## config.mk

```make
export PLATFORM = sky130hd
export DESIGN_NAME = gemm_issue_unit_flat
export DESIGN_NICKNAME = d
export VERILOG_FILES = /design/src/rtl/gemm_pkg.sv /design/src/rtl/gemm_issue_unit_if.sv /design/src/rtl/gemm_wdt.sv /design/src/rtl/gemm_issue_unit.sv /design/src/flat_wrapper.sv
export SDC_FILE = /design/constraint.sdc
export NUM_CORES = 1
export LEC_CHECK = 0
export ABC_AREA = 1
export BUFFER_PORTS_ARGS = -buffer_cell sky130_fd_sc_hd__buf_2
export CAP_MARGIN = 0
export CORE_AREA = 2 2 121 123
export DETAILED_ROUTE_END_ITERATION = 12
export DIE_AREA = 0 0 123 125
export PLACE_DENSITY = 0.49
export SLEW_MARGIN = 30
export SYNTH_ARGS = -nofsm -noshare
export SYNTH_HDL_FRONTEND = slang
export SYNTH_SLANG_ARGS = --single-unit
```

## constraint.sdc

```tcl
create_clock -name clk -period 1.9 [get_ports clk]
set_input_delay 0.57 -clock clk [delete_from_list [all_inputs] [get_ports clk]]
set_output_delay 0.57 -clock clk [all_outputs]
set_load 0.02 [all_outputs]
```

## src/rtl/gemm_pkg.sv

```systemverilog
// Shared types for the GEMM issue unit: FSM state encoding, command payload, defaults.
package gemm_pkg;

   localparam int GEMM_DATA_W         = 32;
   localparam int GEMM_TIMEOUT_CYCLES = 1024;

   typedef enum logic [1:0] {
      ST_IDLE  = 2'd0,
      ST_ISSUE = 2'd1,
      ST_WAIT  = 2'd2,
      ST_DONE  = 2'd3
   } gemm_state_t;

   typedef struct packed {
      logic [GEMM_DATA_W-1:0] a;
      logic [GEMM_DATA_W-1:0] b;
   } gemm_cmd_t;

endpackage

```

## src/rtl/gemm_issue_unit_if.sv

```systemverilog
// Command/completion bus between the issue unit (master) and the GEMM accelerator (slave).
interface gemm_issue_unit_if;
   import gemm_pkg::*;

   logic                   cmd_valid;
   logic                   cmd_ready;
   logic [GEMM_DATA_W-1:0] cmd_a;
   logic [GEMM_DATA_W-1:0] cmd_b;
   logic                   gemm_done;

   modport master (
      output cmd_valid,
      output cmd_a,
      output cmd_b,
      input  cmd_ready,
      input  gemm_done
   );

   modport slave (
      input  cmd_valid,
      input  cmd_a,
      input  cmd_b,
      output cmd_ready,
      output gemm_done
   );

endinterface

```

## src/rtl/gemm_wdt.sv

```systemverilog
// WAIT-state watchdog: counts cycles spent in WAIT, flags the last allowed cycle.
module gemm_wdt #(
   parameter int TIMEOUT_CYCLES = 1024
) (
   input  logic clk,
   input  logic rst,
   input  logic start,
   input  logic run,
   output logic expired
);

   localparam int CW = (TIMEOUT_CYCLES > 1) ? $clog2(TIMEOUT_CYCLES) : 1;
   localparam logic [CW-1:0] LIMIT = CW'(TIMEOUT_CYCLES - 1);

   logic [CW-1:0] cnt;

   always_ff @(posedge clk or negedge rst) begin
      if (!rst) begin
         cnt <= '0;
      end else if (start) begin
         cnt <= '0;
      end else if (run && !expired) begin
         cnt <= cnt + 1'b1;
      end
   end

   assign expired = run && (cnt == LIMIT);

endmodule

```

## src/rtl/gemm_issue_unit.sv

```systemverilog
// Issues one GEMM command per decoded instruction and stalls the pipeline until completion.
// Optional WAIT-state timeout enabled by defining GEMM_TIMEOUT_EN.
module gemm_issue_unit
   import gemm_pkg::*;
#(
   parameter int TIMEOUT_CYCLES = GEMM_TIMEOUT_CYCLES,
   parameter int CNT_W          = 16
) (
   input  logic                   clk,
   input  logic                   rst,
   input  logic                   is_gemm_ppl,
   input  logic                   flush,
   input  logic [GEMM_DATA_W-1:0] op_a,
   input  logic [GEMM_DATA_W-1:0] op_b,
   gemm_issue_unit_if.master      bus,
   output logic                   stall_req,
   output logic                   busy,
   output logic [CNT_W-1:0]       done_cnt,
   output logic                   gemm_err
);

   gemm_state_t state, state_nxt;
   gemm_cmd_t   cmd_q;
   logic        accept;
   logic        complete;
   logic        wait_entry;
   logic        timeout_hit;

   always_ff @(posedge clk or negedge rst) begin
      if (!rst) begin
         state <= ST_IDLE;
      end else begin
         state <= state_nxt;
      end
   end

   // Completion pulses outside WAIT (including stale ones after reset) are ignored.
   always_comb begin
      state_nxt = state;
      accept    = 1'b0;
      complete  = 1'b0;
      case (state)
         ST_IDLE: begin
            if (is_gemm_ppl && !flush) begin
               accept    = 1'b1;
               state_nxt = ST_ISSUE;
            end
         end
         ST_ISSUE: begin
            if (bus.cmd_ready) begin
               state_nxt = ST_WAIT;
            end
         end
         ST_WAIT: begin
            complete = bus.gemm_done;
            if (bus.gemm_done || timeout_hit) begin
               state_nxt = ST_DONE;
            end
         end
         ST_DONE: begin
            state_nxt = ST_IDLE;
         end
         default: begin
            state_nxt = ST_IDLE;
         end
      endcase
   end

   assign wait_entry    = (state == ST_ISSUE) && bus.cmd_ready;
   assign stall_req     = accept || (state == ST_ISSUE) || (state == ST_WAIT);
   assign busy          = (state != ST_IDLE);
   assign bus.cmd_valid = (state == ST_ISSUE);
   assign bus.cmd_a     = cmd_q.a;
   assign bus.cmd_b     = cmd_q.b;

   always_ff @(posedge clk or negedge rst) begin
      if (!rst) begin
         cmd_q <= '0;
      end else if (accept) begin
         cmd_q <= '{a: op_a, b: op_b};
      end
   end

   always_ff @(posedge clk or negedge rst) begin
      if (!rst) begin
         done_cnt <= '0;
      end else if (complete) begin
         done_cnt <= done_cnt + CNT_W'(1);
      end
   end

`ifdef GEMM_TIMEOUT_EN
   gemm_wdt #(
      .TIMEOUT_CYCLES(TIMEOUT_CYCLES)
   ) u_wdt (
      .clk     (clk),
      .rst     (rst),
      .start   (wait_entry),
      .run     (state == ST_WAIT),
      .expired (timeout_hit)
   );

   // A completion coincident with expiry wins, so the error is only raised without gemm_done.
   always_ff @(posedge clk or negedge rst) begin
      if (!rst) begin
         gemm_err <= 1'b0;
      end else if (accept) begin
         gemm_err <= 1'b0;
      end else if ((state == ST_WAIT) && timeout_hit && !bus.gemm_done) begin
         gemm_err <= 1'b1;
      end
   end
`else
   logic unused_cfg;

   assign timeout_hit = 1'b0;
   assign gemm_err    = 1'b0;
   assign unused_cfg  = wait_entry ^ (TIMEOUT_CYCLES > 0);
`endif

endmodule

```

## src/flat_wrapper.sv

```systemverilog
// flat-port wrapper written by rule: the top's interface ports become plain ports
module gemm_issue_unit_flat import gemm_pkg::*;
#(
   parameter int TIMEOUT_CYCLES = GEMM_TIMEOUT_CYCLES,
   parameter int CNT_W          = 16
)
  (clk, rst, is_gemm_ppl, flush, op_a, op_b, stall_req, busy, done_cnt, gemm_err, bus_cmd_valid, bus_cmd_a, bus_cmd_b, bus_cmd_ready, bus_gemm_done);
  gemm_issue_unit_if bus_i ();
  input  logic clk;
  input  logic rst;
  input  logic is_gemm_ppl;
  input  logic flush;
  input  logic [GEMM_DATA_W-1:0] op_a;
  input  logic [GEMM_DATA_W-1:0] op_b;
  output logic stall_req;
  output logic busy;
  output logic [CNT_W-1:0] done_cnt;
  output logic gemm_err;
  output wire logic [$bits(bus_i.cmd_valid)-1:0] bus_cmd_valid;
  output wire logic [$bits(bus_i.cmd_a)-1:0] bus_cmd_a;
  output wire logic [$bits(bus_i.cmd_b)-1:0] bus_cmd_b;
  input wire logic [$bits(bus_i.cmd_ready)-1:0] bus_cmd_ready;
  input wire logic [$bits(bus_i.gemm_done)-1:0] bus_gemm_done;
  assign bus_cmd_valid = bus_i.cmd_valid;
  assign bus_cmd_a = bus_i.cmd_a;
  assign bus_cmd_b = bus_i.cmd_b;
  assign bus_i.cmd_ready = bus_cmd_ready;
  assign bus_i.gemm_done = bus_gemm_done;
  gemm_issue_unit #(.TIMEOUT_CYCLES(TIMEOUT_CYCLES), .CNT_W(CNT_W)) u_core (.clk(clk), .rst(rst), .is_gemm_ppl(is_gemm_ppl), .flush(flush), .op_a(op_a), .op_b(op_b), .bus(bus_i), .stall_req(stall_req), .busy(busy), .done_cnt(done_cnt), .gemm_err(gemm_err));
endmodule
```

==> results of run 1 <==
==> final cells by class <==
type                       count  area (um^2)  share of cell area [%]
sequential                    82         2050                    41.3
tap                          184          230                    4.63
timing repair buffer         161          887                    17.8
clock inverter                 7         81.3                    1.64
clock buffer                   9          225                    4.53
multi-input combinational    149         1410                    28.4
inverter                      22         82.6                    1.66
==> power by group through the flow <==
stage               Sequential, mW  Clock [mW]  Combinational [mW]
floorplan                     3.88           0                1.47
global placement              2.99           0                3.51
detailed placement            2.98           0                3.56
CTS                           2.98        1.87                3.67
global route                  3.09        1.97                3.92
finish                        2.98        1.79                3.65
==> per-layer routing <==
metal | vias up | wire length (um) | track usage [%]
li1 | 1186 | - | -
met1 | 1171 | 3590 | 14.0
met2 | 92 | 3630 | 16.0
met3 | 8 | 600 | 3.92
met4 | 0 | 93 | 3.88
met5 | - | 0 | 0
==> stage by stage <==
step                instance area [um^2]  std cells  hold slack, ns  utilization, %
floorplan                           3580        261           0.274               -
global placement                    4600        596           0.487            32.4
detailed placement                  4600        596           0.486            32.4
CTS                                 4950        613           0.269            34.9
global route                        4970        614           0.254            35.0
finish                              4970        614           0.261            35.0
==> cell usage after synthesis, drive strengths merged <==
master,count
nor2,15
mux2,64
nor3,2
ha,4
buf,8
nand4,5
xor2,6
inv,22
o221ai,1
xnor2,4
conb,1
nand2,36
o21bai,1
dfrtp,82
nand3,7
o21ai,3
==> logic make-up (layout without fill, tap and decap cells) <==
group | after synthesis | after routing | share of synthesized area, %
compound gates | 5 | 5 | 0.874
xor+xnor | 10 | 10 | 2.45
fa+ha+maj | 4 | 4 | 1.40
buf+inv | 30 | 199 | 4.55
flops | 82 | 82 | 57.3
mux | 64 | 64 | 25.3
other cells | 1 | 1 | 0.105
simple gates | 65 | 65 | 8.01
==> flip-flops by register name, summed over array words and instances (netlist names) <==
signal	cells
u_core.bus.cmd_b	32
u_core.bus.cmd_a	32
u_core.state	2
u_core.done_cnt	16
==> timing repair <==
| item | in CTS | in global routing |
|---|---|---|
| setup buffers | 1 | 1 |
| pin swaps | 1 | 1 |
| resized for setup | 11 | 2 |
| setup endpoints to repair | 1 | 1 |
==> worst max-delay path: cells and delay by family (launching register included) <==
kind                       cells  cell delay [ns]
and+or+nand+nor                2             0.16
buffers and inverters          2             0.23
adders and majority gates      1             0.19
DFF                            1             0.43
==> final timing paths <==
kind                                                  startpoint                          endpoint  slack (ns)  depth (start not counted)
worst max-delay path                 u_core.state[0]$_DFFE_PN0P_                         stall_req      -0.007                          5
worst min-delay path                                         rst  u_core.bus.cmd_a[11]$_DFFE_PN0P_        0.26                          2
worst max register to register       u_core.state[0]$_DFFE_PN0P_   u_core.bus.cmd_a[8]$_DFFE_PN0P_        0.27                          6
worst min register to register  u_core.bus.cmd_b[31]$_DFFE_PN0P_  u_core.bus.cmd_b[31]$_DFFE_PN0P_        0.50                          1
max in group asynchronous                                    rst  u_core.bus.cmd_a[31]$_DFFE_PN0P_        1.31                          2
min in group clk                                        op_b[10]  u_core.bus.cmd_b[10]$_DFFE_PN0P_        0.46                          2
==> cells in the final DEF (no fill, tap or decap), drive strengths merged <==
cell / n
buf: 161
bufinv: 1
clkbuf: 9
clkinv: 1
clkinvlp: 1
conb: 1
dfrtp: 82
ha: 4
inv: 26
mux2: 64
nand2: 36
nand3: 7
nand4: 5
nor2: 15
nor3: 2
o21ai: 3
o21bai: 1
o221ai: 1
xnor2: 4
xor2: 6
==> flow_summary_export.csv, run 1 <==
group,metric,value,unit
placed_design,pre_cts_slack,0.165,ns
synth,yosysTopAreaCell,"dfrtp_1",
route,drtIter0Drc,62,
pwr,pwr-share-clk,21.3,%
clock_network,cts_hold_buf,0,
status,outcome,"complete, but fails checks",
synth,synth_nets,335,
critical_path,crit_slowest_cell,"dfrtp_1",
synth,synth.distinct_cells,23,
die,design.core.area,14200,um^2
grt,grt_max_degree,83,
min_path,hp-class,"in -> async",
die,fp.dieW,123,um
critical_path,cp-start-kind,"flop",
synth,synth_top_area_share,57.3,%
synth,synth.area.top_cells,"dfrtp_1 (57%), mux2_4 (21%), mux2_2 (4.7%)",
critical_path,critical_path_required,1.33,ns
die,die_height,125,um
timing,fin_skew,0.00914,ns
timing,setup_ws,-0.00733,ns
timing,min_period,1.91,ns
pwr,total_leakage_power,2.65,nW
die,rows,44,
route,ant_nets,0,
critical_path,crit_path_end_kind,"output port",
finish,drive_above_1_share,59.3,%
pwr,seqPwrFrac,35.4,%
pwr,peakVddDrop,0.000575,V
clock_network,cts_buffers,9,
timing,setup_viol,1,
route,vias,2457,
clock_network,htree_levels,3,
critical_path,path_class,"reg -> out",
finish,final.fill_count,1429,
finish,areaGrowthSynthToFinish,39.0,%
clock_network,path_clk_slew,0.06,ns
timing,slew_violations,0,
finish,nets,499,
finish,num_antenna_cells,0,
timing,rsz0062_at_grt,"true",
status,violations,"negative setup slack",
run,drv_cap,0,
die,dieArea,15400,um^2
placed_design,hpwl,5650,um
synth,syn_area_per_cell,13.7,um^2
grt,grt_pass1_wl,12800,um
grt,grt_use_total,10.6,%
timing,hold_violations,0,
route,wl,7910,um
synth,syn_area,3580,um^2
route,firstDrtPassIters,4,
critical_path,critical_path.max_fanout,4,
timing,post-route-period-util,100,%
synth,synth_cells,261,
pwr,swShare,37.0,%
pwr,total_power,8.42,mW
pwr,power_frac_comb,43.3,%
timing,setup_tns,-0.00733,ns
die,initial_core_util,25.2,%
synth,synth_seq_area_share,57.3,%
grt,antenna_found_initial,0,
clock_network,root_buffer,"clkbuf_16",
placed_design,gp_congestion,0.774,
route,post_drt_wl_per_cell,12.9,um
pwr,p_int,5.31,mW
synth,yosysWarnings,0,
critical_path,cpPeakStageDelay,0.43,ns
die,num_io_pins,154,
critical_path,crit_chain,"inv_2 > ha_4 > nand2_4 > nand3_2 > buf_6",
clock_network,max-clock-path-buffers,2,
clock_network,clk_latency,0.34,ns
pwr,power_density,1690,nW/um^2
placed_design,port_buffers,152,
clock_network,cts_tree,"yes",
timing,fmax,0.524,GHz
route,vias_per_cell,4.00,
grt,overflow,0,
pwr,switching_power,3.12,mW
grt,grt_pass1_vias,2621,
synth,ys_ff_latch,82,
route,route.detailed.drc,0,
clock_network,clkSinkCount,82,
critical_path,crit_arrival,1.34,ns
Power figures use the tool's default switching activity.
==> run 2, diff against run 1 <==
--- a/config.mk
+++ b/config.mk
@@ -15,4 +15,5 @@
 export SLEW_MARGIN = 30
 export SYNTH_ARGS = -nofsm -noshare
 export SYNTH_HDL_FRONTEND = slang
+export SYNTH_HIERARCHICAL = 1
 export SYNTH_SLANG_ARGS = --single-unit
==> run 2 against run 1 <==
Effect of this change: the flow now finishes without violations; combinational power about the same; cell count up 0.65%; non-clock buffer count down 3; count of clock-buffer cells in the layout unchanged; critical path depth unchanged; largest power group unchanged; flip-flop and latch count unchanged; cell area about the same.
==> flow_summary_export.csv, run 2 <==
group,metric,value,unit
die,fp.dieW,123,um
synth,synth_nets,342,
route,dr_wl_met2,3680,um
timing,setup_viol,0,
critical_path,crit_path_end_kind,"output port",
timing,slew_violations,0,
synth,async_reset_ff_share,100,%
route,wl,8280,um
route,drtIter0Drc,106,
route,wl_met3,669,um
synth,syn_area,3610,um^2
pwr,total_leakage_power,2.67,nW
clock_network,max-clock-path-buffers,2,
critical_path,crit_chain,"inv_2 > ha_4 > nand2_4 > nand2_2 > buf_6",
critical_path,critPathTopFamily,"flip-flops",
route,ant_nets,0,
synth,synth.distinct_cells,25,
route,route.detailed.drc,0,
critical_path,cp-start-kind,"flop",
synth,yosysTopAreaCell,"dfrtp_1",
synth,synth_cells,268,
placed_design,hpwl,5800,um
finish,drive_above_1_share,58.5,%
clock_network,htree_levels,3,
synth,syn_area_per_cell,13.5,um^2
clock_network,cts_hold_buf,0,
clock_network,clkSinkCount,82,
grt,grt_pass1_vias,2565,
route,vias,2511,
pwr,switching_power,3.05,mW
synth,yosysWarnings,6,
critical_path,critical_path_required,1.33,ns
timing,min_period,1.84,ns
critical_path,critPathBufInv,2,
status,outcome,"finished clean",
die,dieArea,15400,um^2
timing,fin_skew,0.00559,ns
pwr,p_int,5.26,mW
die,rows,44,
clock_network,root_buffer,"clkbuf_16",
critical_path,cpPeakStageDelay,0.42,ns
pwr,total_power,8.31,mW
die,initial_core_util,25.4,%
synth,ys_ff_latch,82,
die,design.core.area,14200,um^2
grt,grt_max_degree,47,
synth,synth-edff-count,0,
critical_path,r2r_cells,6,
finish,areaGrowthSynthToFinish,37.5,%
pwr,power_density,1670,nW/um^2
placed_design,port_buffers,152,
run,drv_cap,0,
route,top_layer_used,"met4",
placed_design,placed_cells,600,
pwr,pwr-share-clk,20.5,%
synth,synth.area.top_cells,"dfrtp_1 (57%), mux2_4 (20%), mux2_2 (4.7%)",
finish,num_antenna_cells,0,
clock_network,path_clk_slew,0.06,ns
timing,fmax,0.543,GHz
pwr,power_frac_comb,43.8,%
critical_path,crit_arrival,1.27,ns
finish,layout_commonest_cell,"buf_2",
critical_path,path_class,"reg -> out",
critical_path,critical_path.max_fanout,3,
grt,antenna_found_initial,0,
synth,synth.top_cells.by_count,"dfrtp_1 (82), mux2_4 (49), nand2_1 (38)",
finish,stdcell_count,618,
die,num_io_pins,154,
die,die_height,125,um
pwr,peakVddDrop,0.000666,V
critical_path,cp-startpoint,"u_core/state[0]$_DFFE_PN0P_",
critical_path,worst_r2r_endpoint,"u_core/bus.cmd_a[10]$_DFFE_PN0P_",
critical_path,reg2reg_slack,0.21,ns
clock_network,cts_buffers,9,
timing,post-route-period-util,97.0,%
synth,synthMostInstantiatedCell,"dfrtp_1",
timing,hold_violations,0,
critical_path,crit_slowest_cell,"dfrtp_1",
finish,final_cell_mix,"buf_2 (150), dfrtp_1 (81), mux2_4 (49), nand2_1 (36), inv_1 (20)",
grt,grt_use_total,10.8,%
grt,overflow,0,
critical_path,r2r_start,"u_core/state[0]$_DFFE_PN0P_",
pwr,swShare,36.7,%
grt,grt_pass1_wl,12700,um
route,firstDrtPassIters,4,
clock_network,cts_tree,"yes",
timing,rsz0062_at_grt,"true",
synth,ys.flop_type,"dfrtp_1",
finish,nets,503,
pwr,seqPwrFrac,35.6,%
placed_design,gp_congestion,0.729,
synth,synth_seq_area_share,56.8,%
synth,synth_top_area_share,56.8,%
route,vias_per_cell,4.06,
route,post_drt_wl_per_cell,13.4,um
route,drt-met1-wl,3810,um
clock_network,clk_latency,0.33,ns
min_path,hp-class,"in -> async",
==> run 2: changes by cell type in the layout (fill, tap and decap cells not counted), sizes merged, moves of 2 or more <==
cell,change
nand3b,+2
buf,-3
xnor2,-2
inv,-3
clkinv,+4
nand2,+4
==> run 2: timing repair <==
action,in CTS,in global routing
endpoints found under the setup margin,2,2
pin swaps,4,2
gates resized for setup,12,3
setup buffers,2,0
==> run 2: how the worst max path moves through the flow <==
stage               cells past startpoint   endpoint
detailed placement                      5  stall_req
finish                                  5  stall_req
CTS                                     5  stall_req
global route                            5  stall_req
floorplan                               6  stall_req
global placement                        5  stall_req
==> run 2: worst reg2reg max path: cells and delay by family (launching register included) <==
family,cells,cell delay [ns]
muxes,1,0.43
DFF,1,0.41
and+or+nand+nor,1,0.07
buffers and inverters,3,0.49
adders and majority gates,1,0.18
==> run 2: cell families after synthesis <==
family | after synthesis | synth area share, %
flip-flops | 82 | 56.8
XOR/XNOR | 8 | 1.94
multiplexers | 64 | 25.0
other | 1 | 0.104
AO/OA/AOI/OAI | 5 | 0.831
adder cells (fa/ha/maj) | 4 | 1.39
buffers and inverters | 31 | 4.61
AND/OR/NAND/NOR | 73 | 9.28
==> run 2: per-layer routing <==
metal,vias to the layer above,track usage [%]
met4,0,5.01
li1,1203,-
met5,-,0
met1,1202,14.0
met3,9,3.42
met2,97,16.2
==> run 2: power by group through the flow <==
stage | logic, mW | clock network (mW) | registers, mW
after floorplan | 1.46 | 0 | 3.88
after global placement | 3.49 | 0 | 2.95
after detailed placement | 3.53 | 0 | 2.97
after CTS | 3.67 | 1.80 | 2.96
after global routing | 3.88 | 1.89 | 3.07
final | 3.64 | 1.71 | 2.96
==> run 2: cell type report <==
cell class,count,area [um^2]
Clock inverter,7,70.1
Clock buffer,9,225
Inverter,23,88.8
Tap cell,184,230
Timing Repair Buffer,158,852
Multi-Input combinational cell,155,1450
Fill cell,1440,9240
Sequential cell,82,2050
==> run 2: metrics by stage <==
| stage | worst slack, ns | utilization (%) | setup TNS (ns) | hold WS, ns | instance area, um^2 |
|---|---|---|---|---|---|
| global route | -0.00642 | 35.0 | -0.00642 | 0.136 | 4970 |
| floorplan | 0.130 | - | 0 | 0.274 | 3610 |
| finish | 0.0573 | 35.0 | 0 | 0.129 | 4970 |
| global placement | 0.210 | 32.4 | 0 | 0.485 | 4600 |
| detailed placement | 0.203 | 32.4 | 0 | 0.487 | 4600 |
| CTS | 0.00794 | 34.9 | 0 | 0.117 | 4960 |
==> run 3, diff against run 2 <==
--- a/config.mk
+++ b/config.mk
@@ -12,6 +12,7 @@
 export DETAILED_ROUTE_END_ITERATION = 12
 export DIE_AREA = 0 0 123 125
 export PLACE_DENSITY = 0.49
+export SETUP_SLACK_MARGIN = 0.2
 export SLEW_MARGIN = 30
 export SYNTH_ARGS = -nofsm -noshare
 export SYNTH_HDL_FRONTEND = slang
==> run 3 against run 2 <==
Effect of this change: via count up 3.5%; fmax down 0.88%; global-route usage down 0.16 points; worst hold slack better by 0.13 ns; sequential share of layout area down 1.3 points; flip-flop and latch count unchanged.
==> flow_summary_export.csv, run 3 (synthesis results as in run 2) <==
group,metric,value,unit
status,outcome,"finished clean",
placed_design,port_buffers,152,
route,top_layer_used,"met4",
die,rows,44,
critical_path,crit_arrival,1.29,ns
clock_network,max-clock-path-buffers,2,
finish,stdcell_count,629,
critical_path,path_class,"reg -> out",
grt,grt_pass1_wl,12700,um
finish,nets,514,
pwr,p_int,5.39,mW
run,drv_cap,0,
clock_network,cts_buffers,9,
route,drtIter0Drc,50,
pwr,total_leakage_power,2.75,nW
route,wl,8260,um
critical_path,critical_path.max_fanout,3,
critical_path,cp-start-kind,"flop",
timing,hold_violations,0,
pwr,switching_power,3.09,mW
timing,min_period,1.86,ns
clock_network,clkSinkCount,82,
route,wl_met3,744,um
timing,post-route-period-util,97.8,%
grt,overflow,0,
placed_design,placed_area,4640,um^2
die,num_io_pins,154,
finish,areaGrowthSynthToFinish,41.9,%
timing,fmax,0.538,GHz
finish,finish.utilization,36.1,%
placed_design,placed_cells,604,
route,firstDrtPassIters,4,
clock_network,cts_tree,"yes",
placed_design,hpwl,5680,um
route,ant_nets,0,
route,drt-met1-wl,3610,um
pwr,power_density,1650,nW/um^2
die,design.core.area,14200,um^2
die,fp.dieW,123,um
timing,rsz0062_at_grt,"true",
die,dieArea,15400,um^2
finish,layout_commonest_cell,"buf_2",
finish,drive_above_1_share,59.3,%
timing,fin_skew,0.00945,ns
pwr,power_frac_comb,45.1,%
die,initial_core_util,25.4,%
pwr,peakVddDrop,0.000767,V
pwr,seqPwrFrac,34.9,%
critical_path,crit_path_end_kind,"output port",
finish,num_antenna_cells,0,
pwr,total_power,8.48,mW
clock_network,htree_levels,3,
pwr,swShare,36.5,%
route,vias,2599,
grt,grt_use_total,10.6,%
placed_design,gp_congestion,0.780,
finish,final.fill_count,1420,
grt,antenna_found_initial,0,
clock_network,root_buffer,"clkbuf_16",
grt,grt_pass1_vias,2620,
grt,grt_max_degree,83,
route,post_drt_wl_per_cell,13.1,um
finish,final_cell_mix,"buf_2 (148), dfrtp_1 (82), mux2_4 (49), nand2_1 (36), inv_1 (20)",
clock_network,clk_latency,0.33,ns
timing,slew_violations,0,
route,dr_wl_met2,3720,um
route,vias_per_cell,4.13,
route,route.detailed.drc,0,
finish,finalInstanceArea,5130,um^2
critical_path,critical_path_required,1.33,ns
die,die_height,125,um
finish,multiInputGateArea,1450,um^2
timing,setup_viol,0,
finish,final-seq-area,2050,um^2
clock_network,path_clk_slew,0.06,ns
pwr,pwr-share-clk,20.1,%
min_path,hp-class,"in -> async",
==> run 3: cell count changes in the layout (fill, tap and decap cells not counted), moves of 2 or more <==
cell       before  now
clkinv_2        3    0
buf_2         150  148
clkbuf_16       9   11
buf_6           1    7
clkbuf_8        0    3
buf_4           4    9
==> run 3: worst paths after layout <==
path / slack (ns) / endpoint / from / depth (start not counted)
hold reg to reg: 0.50 / u_core/done_cnt[13]$_DFFE_PN0P_ / u_core/done_cnt[13]$_DFFE_PN0P_ / 2
max in group asynchronous: 1.29 / u_core/bus.cmd_b[18]$_DFFE_PN0P_ / rst / 2
setup reg to reg: 0.20 / u_core/bus.cmd_a[29]$_DFFE_PN0P_ / u_core/state[1]$_DFFE_PN0P_ / 7
min in group clk: 0.46 / u_core/bus.cmd_a[18]$_DFFE_PN0P_ / op_a[18] / 2
hold / removal: 0.26 / u_core/bus.cmd_a[16]$_DFFE_PN0P_ / rst / 2
setup / recovery: 0.04 / stall_req / u_core/state[1]$_DFFE_PN0P_ / 5
==> run 3: critical path, stage by stage (launching register included) <==
cell	delay, ns
dfrtp_1	0.43
inv_2	0.12
ha_4	0.17
nand2_4	0.06
nand2_4	0.06
buf_6	0.10
==> run 3: repair_timing <==
item	CTS	global route
gates resized for setup	15	6
setup buffers	3	4
endpoints found under the hold margin	0	0
cloned	0	2
hold buffers	0	0
endpoints found under the setup margin	3	18
pin swaps	3	4
==> run 3: final cells by class <==
cell class	count	area share [%]
flip-flops and latches	82	40.0
inverters	23	1.68
clock inverters	4	0.659
multi-input cells	155	28.4
repair buffers	169	19.6
well taps	184	4.49
clock buffers	12	5.20
==> run 3: power by group through the flow <==
stage                     registers [mW]  logic (mW)  clock network, mW
after detailed placement            2.98        3.56                  0
after CTS                           2.97        3.76               1.78
final                               2.96        3.82               1.70
after global routing                3.08        4.07               1.87
after global placement              2.97        3.50                  0
after floorplan                     3.88        1.48                  0
==> run 3: through the flow <==
stage	worst slack (ns)	hold WS [ns]	TNS, ns
5_1_grt	-0.0330	0.273	-0.0352
6_report	0.0409	0.263	0
2_1_floorplan	0.204	0.274	0
3_5_place_dp	0.175	0.486	0
4_1_cts	0.00585	0.270	0
3_3_place_gp	0.198	0.485	0
==> run 3: layer usage <==
metal | vias up | track usage, %
met5 | - | 0
met4 | 0 | 4.61
met2 | 108 | 15.7
met1 | 1252 | 13.7
met3 | 13 | 4.15
li1 | 1226 | -
